[src/rtl/resp_capture_sink.sv]
// resp_capture_sink: captures {pattern, response} samples from the DUT harness,
// buffers them in a first-word-fall-through FIFO toward the logger, and compacts
// every sample into a MISR signature.
// Optional golden-response checking is enabled with `define RESP_CAPTURE_GOLDEN_EN.
module resp_capture_sink #(
    parameter int unsigned N_WIDTH      = 4,
    parameter int unsigned DEPTH        = 8,
    parameter int unsigned NUM_PATTERNS = 16,
    parameter int unsigned MISR_WIDTH   = 16,
    parameter logic [MISR_WIDTH-1:0] POLY = 16'h1021,
    parameter logic [MISR_WIDTH-1:0] SEED = 16'h0000
) (
    input  logic                                  CK,
    input  logic                                  reset,
    input  logic                                  start,
    input  logic                                  in_valid,
    input  logic [N_WIDTH-1:0]                    in_pattern,
    input  logic                                  in_resp,
    output logic                                  out_valid,
    input  logic                                  out_ready,
    output logic [N_WIDTH-1:0]                    out_pattern,
    output logic                                  out_resp,
    output logic [$clog2(NUM_PATTERNS+1)-1:0]     count,
    output logic [MISR_WIDTH-1:0]                 signature,
    output logic                                  overflow,
`ifdef RESP_CAPTURE_GOLDEN_EN
    input  logic                                  exp_resp,
    output logic [$clog2(NUM_PATTERNS+1)-1:0]     mismatch_cnt,
    output logic [N_WIDTH-1:0]                    first_mismatch,
`endif
    output logic                                  done
);

    localparam int unsigned CNT_W = $clog2(NUM_PATTERNS + 1);
    localparam int unsigned PTR_W = $clog2(DEPTH);
    localparam int unsigned OCC_W = $clog2(DEPTH + 1);
    localparam int unsigned ENT_W = N_WIDTH + 1;

    typedef enum logic [1:0] {IDLE, CAPTURE, DRAIN, DONE} state_t;

    state_t               state, state_next;
    logic [ENT_W-1:0]     mem [DEPTH];
    logic [PTR_W-1:0]     rd_ptr, rd_next, wr_ptr, wr_next, rd_inc;
    logic [OCC_W-1:0]     occ, occ_next;
    logic                 valid_next;
    logic [N_WIDTH-1:0]   pat_next;
    logic                 resp_next;
    logic [CNT_W-1:0]     cnt_next;
    logic [MISR_WIDTH-1:0] sig_next;
    logic                 ovf_next;
    logic                 done_next;
    logic                 push, pop, sample, start_run, full;
`ifdef RESP_CAPTURE_GOLDEN_EN
    logic [CNT_W-1:0]     mm_next;
    logic [N_WIDTH-1:0]   first_next;
`endif

    assign rd_inc = rd_ptr + PTR_W'(1);

    // Next-state, FIFO bookkeeping, counters and MISR update
    always_comb begin
        state_next = state;
        rd_next    = rd_ptr;
        wr_next    = wr_ptr;
        occ_next   = occ;
        pat_next   = out_pattern;
        resp_next  = out_resp;
        cnt_next   = count;
        sig_next   = signature;
        ovf_next   = overflow;
        push       = 1'b0;
        pop        = 1'b0;
`ifdef RESP_CAPTURE_GOLDEN_EN
        mm_next    = mismatch_cnt;
        first_next = first_mismatch;
`endif
        full       = (occ == OCC_W'(DEPTH));
        sample     = (state == CAPTURE) && in_valid;
        start_run  = start && ((state == IDLE) || (state == DONE));

        if (start_run) begin
            state_next = CAPTURE;
            rd_next    = '0;
            wr_next    = '0;
            occ_next   = '0;
            cnt_next   = '0;
            sig_next   = SEED;
            ovf_next   = 1'b0;
`ifdef RESP_CAPTURE_GOLDEN_EN
            mm_next    = '0;
            first_next = '0;
`endif
        end else begin
            pop  = out_valid && out_ready;
            push = sample && (!full || pop);

            if (sample) begin
                cnt_next = count + CNT_W'(1);
                sig_next = {signature[MISR_WIDTH-2:0], 1'b0}
                         ^ (signature[MISR_WIDTH-1] ? POLY : '0)
                         ^ MISR_WIDTH'({in_pattern, in_resp});
                if (!push) begin
                    ovf_next = 1'b1;
                end
                if (count == CNT_W'(NUM_PATTERNS - 1)) begin
                    state_next = DRAIN;
                end
`ifdef RESP_CAPTURE_GOLDEN_EN
                if (in_resp != exp_resp) begin
                    mm_next = mismatch_cnt + CNT_W'(1);
                    if (mismatch_cnt == '0) begin
                        first_next = in_pattern;
                    end
                end
`endif
            end

            if (pop) begin
                rd_next = rd_inc;
            end
            if (push) begin
                wr_next = wr_ptr + PTR_W'(1);
            end

            unique case ({push, pop})
                2'b10:   occ_next = occ + OCC_W'(1);
                2'b01:   occ_next = occ - OCC_W'(1);
                default: occ_next = occ;
            endcase

            // Head register: bypass the pushed entry when it becomes the head
            if (push && ((occ == '0) || (pop && (occ == OCC_W'(1))))) begin
                pat_next  = in_pattern;
                resp_next = in_resp;
            end else if (pop && (occ > OCC_W'(1))) begin
                {pat_next, resp_next} = mem[rd_inc];
            end

            if ((state == DRAIN) && (occ == '0)) begin
                state_next = DONE;
            end
        end

        valid_next = (occ_next != '0);
        done_next  = (state_next == DONE);
    end

    // FIFO storage write port
    always_ff @(posedge CK) begin
        if (push) begin
            mem[wr_ptr] <= {in_pattern, in_resp};
        end
    end

    // State and registered outputs
    always_ff @(posedge CK or negedge reset) begin
        if (!reset) begin
            state       <= IDLE;
            rd_ptr      <= '0;
            wr_ptr      <= '0;
            occ         <= '0;
            out_valid   <= 1'b0;
            out_pattern <= '0;
            out_resp    <= 1'b0;
            count       <= '0;
            signature   <= SEED;
            overflow    <= 1'b0;
            done        <= 1'b0;
`ifdef RESP_CAPTURE_GOLDEN_EN
            mismatch_cnt   <= '0;
            first_mismatch <= '0;
`endif
        end else begin
            state       <= state_next;
            rd_ptr      <= rd_next;
            wr_ptr      <= wr_next;
            occ         <= occ_next;
            out_valid   <= valid_next;
            out_pattern <= pat_next;
            out_resp    <= resp_next;
            count       <= cnt_next;
            signature   <= sig_next;
            overflow    <= ovf_next;
            done        <= done_next;
`ifdef RESP_CAPTURE_GOLDEN_EN
            mismatch_cnt   <= mm_next;
            first_mismatch <= first_next;
`endif
        end
    end

endmodule
[config.mk]
export PLATFORM = sky130hd
export DESIGN_NAME = resp_capture_sink
export DESIGN_NICKNAME = d
export VERILOG_FILES = /design/src/rtl/resp_capture_sink.sv
export SDC_FILE = /design/constraint.sdc
export NUM_CORES = 1
export LEC_CHECK = 0
export ABC_CLOCK_PERIOD_IN_PS = 3110
export CORE_UTILIZATION = 56
export DETAILED_ROUTE_END_ITERATION = 8
export PLACE_DENSITY_LB_ADDON = 0.3
export SLEW_MARGIN = 5
export SYNTH_ARGS = -nofsm -noshare
export SYNTH_HDL_FRONTEND = slang
export SYNTH_SLANG_ARGS = --single-unit
[constraint.sdc]
create_clock -name CK -period 3.11 [get_ports CK]
set_clock_uncertainty 0.15 [all_clocks]
set_input_delay 0.311 -clock CK [delete_from_list [all_inputs] [get_ports CK]]
set_output_delay 0.311 -clock CK [all_outputs]
set_load 0.1 [all_outputs]
### Word level (Yosys, flattened, before mapping)

Memories as Yosys holds them, arrays and structs flattened.
Cells that the tools add are included.
Widths: inputs -> output; s select.

| storage, ports and cells | value |
|---|---|
| register bits | 41 |
| memory bits (writable) | 40 |
| bits of input ports | 10 |
| logic and storage cells | 77 |
| memories | 1 |

| operators by class | value |
|---|---|
| add/subtract/negate cells | 5 |
| magnitude comparators | 1 |
| eq/ne operators | 10 |
| multiplexer cells | 25 |
| bitwise gates (word level) | 3 |
| reduce and logical (&&, ||, !) cells | 21 |

Memory list:

| memory | depth | bits a word | read ports | clocked after memory_dff | wr ports | RTL line | source |
|---|---|---|---|---|---|---|---|
| mem | 8 | 5 | 1 | 0 | 1 | 42 | `logic [ENT_W-1:0] mem [DEPTH];` |

Operators by type and width:

| kind | count |
|---|---|
| $mux 16 | 2 |
| $xor 16x13->16 | 1 |
| $xor 16x5->16 | 1 |
| $mux 13 | 1 |
| $mux 3 | 4 |
| $mux 4 | 3 |
| $mux 5 | 2 |
| $eq 2x2->1 const B | 4 |
| $logic_and 1x1->1 | 8 |
| $mux 1 | 8 |
| $mux 2 | 4 |
| $pmux 4 s2 | 1 |
| $reduce_bool 2->1 | 4 |
| $add 3x1->3 const B | 2 |
| $add 5x1->5 const B | 1 |
| $eq 5x4->1 const B | 1 |
| $add 4x1->4 const B | 1 |
| $eq 2x1->1 const B | 2 |
| $eq 4x1->1 const B | 1 |
| $eq 4x4->1 const B | 1 |
| $gt 4x1->1 const B | 1 |
| $logic_not 4->1 | 1 |
| $reduce_and 2->1 | 2 |
| $reduce_bool 4->1 | 1 |
| 6 further kinds | 8 |

### Longest topological paths before layout

| depth | value |
|---|---|
| depth after elaboration | 8 |
| mapped depth | 11 |

### Worst setup path after synthesis

No wires, ideal clock.

| timing | value |
|---|---|
| path kind | reg-to-reg |
| from | register out_valid |
| to | register out_valid |
| setup time | 0.139 ns |
| arrival time | 2.720 ns |
| data required time | 2.821 ns |
| slack | 0.102 ns |
| stages on the path, launching flop included | 10 |
| clock period less this slack | 3.008 ns |
| path through | dfrtp_1 and2_1 buf_2 o21a_1 inv_1 ha_1 nor2b_1 a211oi_1 a211oi_1 or4_1 |

| on the way | value |
|---|---|
| cells in the longest elaborated chain, start to end | 7 |

RTL lines:

| element | RTL line | source |
|---|---|---|
| from (decl) | 19 | `output logic out_valid,` |
| from (signal assigned) | 178 | `out_valid <= valid_next;` |
| $logic_and 1x1->1 (*) | 94 | `pop = out_valid && out_ready;` |
| $logic_or 1x1->1 | 95 | `push = sample && (!full \|\| pop);` |
| $logic_and 1x1->1 | 95 |  |
| $eq 2x1->1 / $eq 2x2->1 (equally long branches) | 125 | `unique case ({push, pop})` |
| $pmux 4 s2 (*) | 125 |  |
| $mux 4 (*) | 81 | `if (start_run) begin` |
| via occ_next[1] | 44 | `logic [OCC_W-1:0] occ, occ_next;` |
| $reduce_bool 4->1 (*) | 144 | `valid_next = (occ_next != '0);` |
| via valid_next | 45 | `logic valid_next;` |

The timed path passes the listed nets; every way through them passes the cells marked *.
A chain may end at the register's enable or synchronous reset.

### Final worst setup path

| timing | value |
|---|---|
| from | register occ[1] |
| to | register out_valid |

| on the way | value |
|---|---|
| cells in the longest elaborated chain, start to end | 8 |

RTL lines:

| element | RTL line | source |
|---|---|---|
| from (decl) | 44 |  |
| from (signal assigned) | 177 | `occ <= occ_next;` |
| $eq 4x4->1 | 77 | `full = (occ == OCC_W'(DEPTH));` |
| $logic_not 1->1 | 95 |  |
| $logic_or 1x1->1 | 95 |  |
| $logic_and 1x1->1 | 95 |  |
| $eq 2x1->1 / $eq 2x2->1 (equally long branches) | 125 |  |
| $pmux 4 s2 (*) | 125 |  |
| $mux 4 (*) | 81 |  |
| via occ_next[2] | 44 |  |
| $reduce_bool 4->1 (*) | 144 |  |
| via valid_next | 45 |  |

Marked as above.

==> out/qor.txt <==
outcome: completed
CTS Buffer Depth: 2
first-pass GRT wire length: 10800 um
die span in x: 82.9 um
syn_nets: 312
Max-slew headroom: 38.1%
synth unique cells: 36
latest clock arrival within the worst-skew pair: 0.35 ns
Slew @ Worst Pin: 0.929 ns
R2R cell count: 10
post-route ant nets: 0
FP Rows: 29
worst slack, placed: 0.253 ns
share of layout cells above drive strength 1: 19.5%
clock slew at reported path FFs: 0.09 ns
CP arrival: 2.95 ns
initial DRC count: 154
Setup CP Type: flop to flop
Initial Util: 57.7%
post-route minimum period: 2.89 ns
port buffer count: 38
Die ar.: 6870 sq um
Worst Hold Depth: 1
ys async rst share: 50.6%
TritonCTS Buffers: 9
# H-tree levels: 3
initial antenna violation count: 0
r2r startpoint: occ[1]
vias in the first global route: 2171
Top Family by Delay on Critical Path: simple AND/OR/NAND/NOR gates
hold path start: out_pattern[3]
Post-Syn Instances: 291
Layout area overhead: 16.2%
Fillers: 456
final hold slack: 0.358 ns
Max Cap Viol: 0
routed vias: 2356
largest cells by area after synthesis: edfxtp_1, dfrtp_1, mux2i_1, ha_1, nand2_1
fmax: 346 MHz
final slew viol count: 0
top_reg_cell synth: dfrtp_1
leading area contributor after synthesis: edfxtp_1
period utilization: 92.9%
Seq/Total Area, Yosys: 60.8%
gr ovfl total: 0
DRC: 0
core area: 6350 sq um
Setup Buffers After CTS: 0
cells along the critical path: inv_1 > ha_1 > nand3b_1 > o21a_1 > inv_1 > ha_1 > inv_1 > a21oi_1 > a311oi_1 > or4_1
WP data required: 3.17 ns
number of setup violations in the final report: 0
Final TNS setup: 0 ns
Final Hold Vio Count: 0
Hold EP: out_pattern[3]
# clock sinks: 81
Synth Area per Inst: 12.6 sq um
n_diodes: 0
drt total wl: 6530 um
Crit. path cell count: 10
Yosys warnings: 0
Root Buffer: clkbuf_8
average wire per standard cell: 15.7 um
area of the mapped netlist: 3670 sq um
Synth Register Bits: 81
die height: 82.9 um
largest net degree at the start of global routing: 42
RSZ-0062 raised after global routing: false
Worst Path Max Fanout: 7
Hold Crit Class: flop to flop
PnR worst setup slack: 0.222 ns
Worst setup EP type: flop
vias per cell: 5.68
WP buf/inv: 3
startpoint types: flop
GRT Total Usage: 20.0%
slowest stage cell, crit path: or4_1
Critical Path Max Stage Delay: 0.55 ns
gpl congestion: 0.929
Crit path top cell by count: inv_1
Layout Nets: 354
IO Pins: 39
Yosys top cell area share: 32.8%
r2r endpoint: out_valid
DRT Pass-1 Iters: 5
CTS tree: done
R2R Setup Slk: 0.22 ns
number of synthesized flops with an enable pin: 40
detailed-placement wirelength estimate: 4530 um
[final cells by class]
| type | instances | area [sq um] | share of cell area (%) |
|---|---|---|---|
| flip-flops and latches | 81 | 2230 | 52.3 |
| clock buffers | 9 | 124 | 2.91 |
| clock inverters | 7 | 77.6 | 1.82 |
| multi-input cells | 182 | 1320 | 31.1 |
| repair buffers | 45 | 358 | 8.40 |
| inverters | 14 | 52.6 | 1.23 |
| well taps | 77 | 96.3 | 2.26 |
[cell usage after synthesis, drive strengths merged, types with 3 or more instances]
master  number
nor3         5
nor2        25
nand3        3
mux2i       25
mux2         5
clkbuf      10
nand4        3
and2         3
inv         14
o211ai       4
ha          11
xnor2       10
xor2         5
nand2       33
a211oi      10
mux4         5
a21oi       18
buf          4
edfxtp      40
dfrtp       41
[worst max-delay path by stage]
stage / start / to / slack, ns
2_1_floorplan: out_valid / out_valid / 0.10
5_1_grt: occ[1] / out_valid / 0.01
3_3_place_gp: occ[0] / out_valid / 0.37
3_5_place_dp: occ[0] / out_valid / 0.25
6_report: occ[1] / out_valid / 0.22
4_1_cts: occ[0] / out_valid / 0.20
[layer usage]
metal / track usage, % / wire (um) / up-vias
met2: 29.4 / 3070 / 71
met1: 29.6 / 3040 / 1146
met4: 8.46 / 98 / 0
met3: 3.48 / 318 / 10
li1: - / - / 1129
met5: 0 / 0 / -
[worst reg2reg max path, cell delays in order (launching register included)]
cell      delay [ns]
dfrtp_1         0.46
inv_1           0.12
ha_1            0.26
nand3b_1        0.15
o21a_1          0.23
inv_1           0.10
ha_1            0.38
inv_1           0.11
a21oi_1         0.16
a311oi_1        0.08
or4_1           0.55
[sequential cells by signal, summed over array words and instances (netlist names)]
name	cells
rd_ptr	3
occ	4
wr_ptr	3
count	5
out_resp	1
mem	40
out_valid	1
overflow	1
signature	16
out_pattern	4
state	2
done	1
[through the flow]
stage,instances,area [sq um],utilization (%)
2_1_floorplan,291,3670,-
6_report,415,4260,67.1
3_3_place_gp,398,4050,63.7
3_5_place_dp,398,4050,63.7
5_1_grt,415,4260,67.1
4_1_cts,415,4260,67.1
[cells by family (layout without fill, tap and decap cells)]
family	Yosys count	count (layout)	share of synthesized area, %
compound gates	40	40	7.34
xor+xnor	15	15	3.58
fa+ha+maj	11	11	3.75
buf+inv	28	75	3.17
flops	81	81	60.8
mux	35	35	11.5
simple gates	81	81	9.86
[placed cells by master (no fill, tap or decap), drive strengths merged, types with 2 or more instances in the layout]
cell           count
and2               3
inv               17
mux4               5
nand2             33
dfrtp             41
a211oi            10
ha                11
mux2i             25
nor2b              2
edfxtp            40
nand2b             2
nand4              3
xor2               5
o211ai             4
a31o               2
xnor2             10
buf               36
nor2              25
nand3              3
a21oi             18
clkinv             3
clkbuf             9
mux2               5
nor3               5
clkdlybuf4s50      8
[timing repair]
| item | CTS | global route |
|---|---|---|
| gates resized for setup | 0 | 1 |
| hold buffers | 1 | 0 |
| endpoints found under the setup margin | 0 | 1 |
| endpoints found under the hold margin | 41 | 0 |
Power is left out: the tool's default activity adds up to more than one toggle a clock period on the data nets, which glitch-free logic cannot reach.
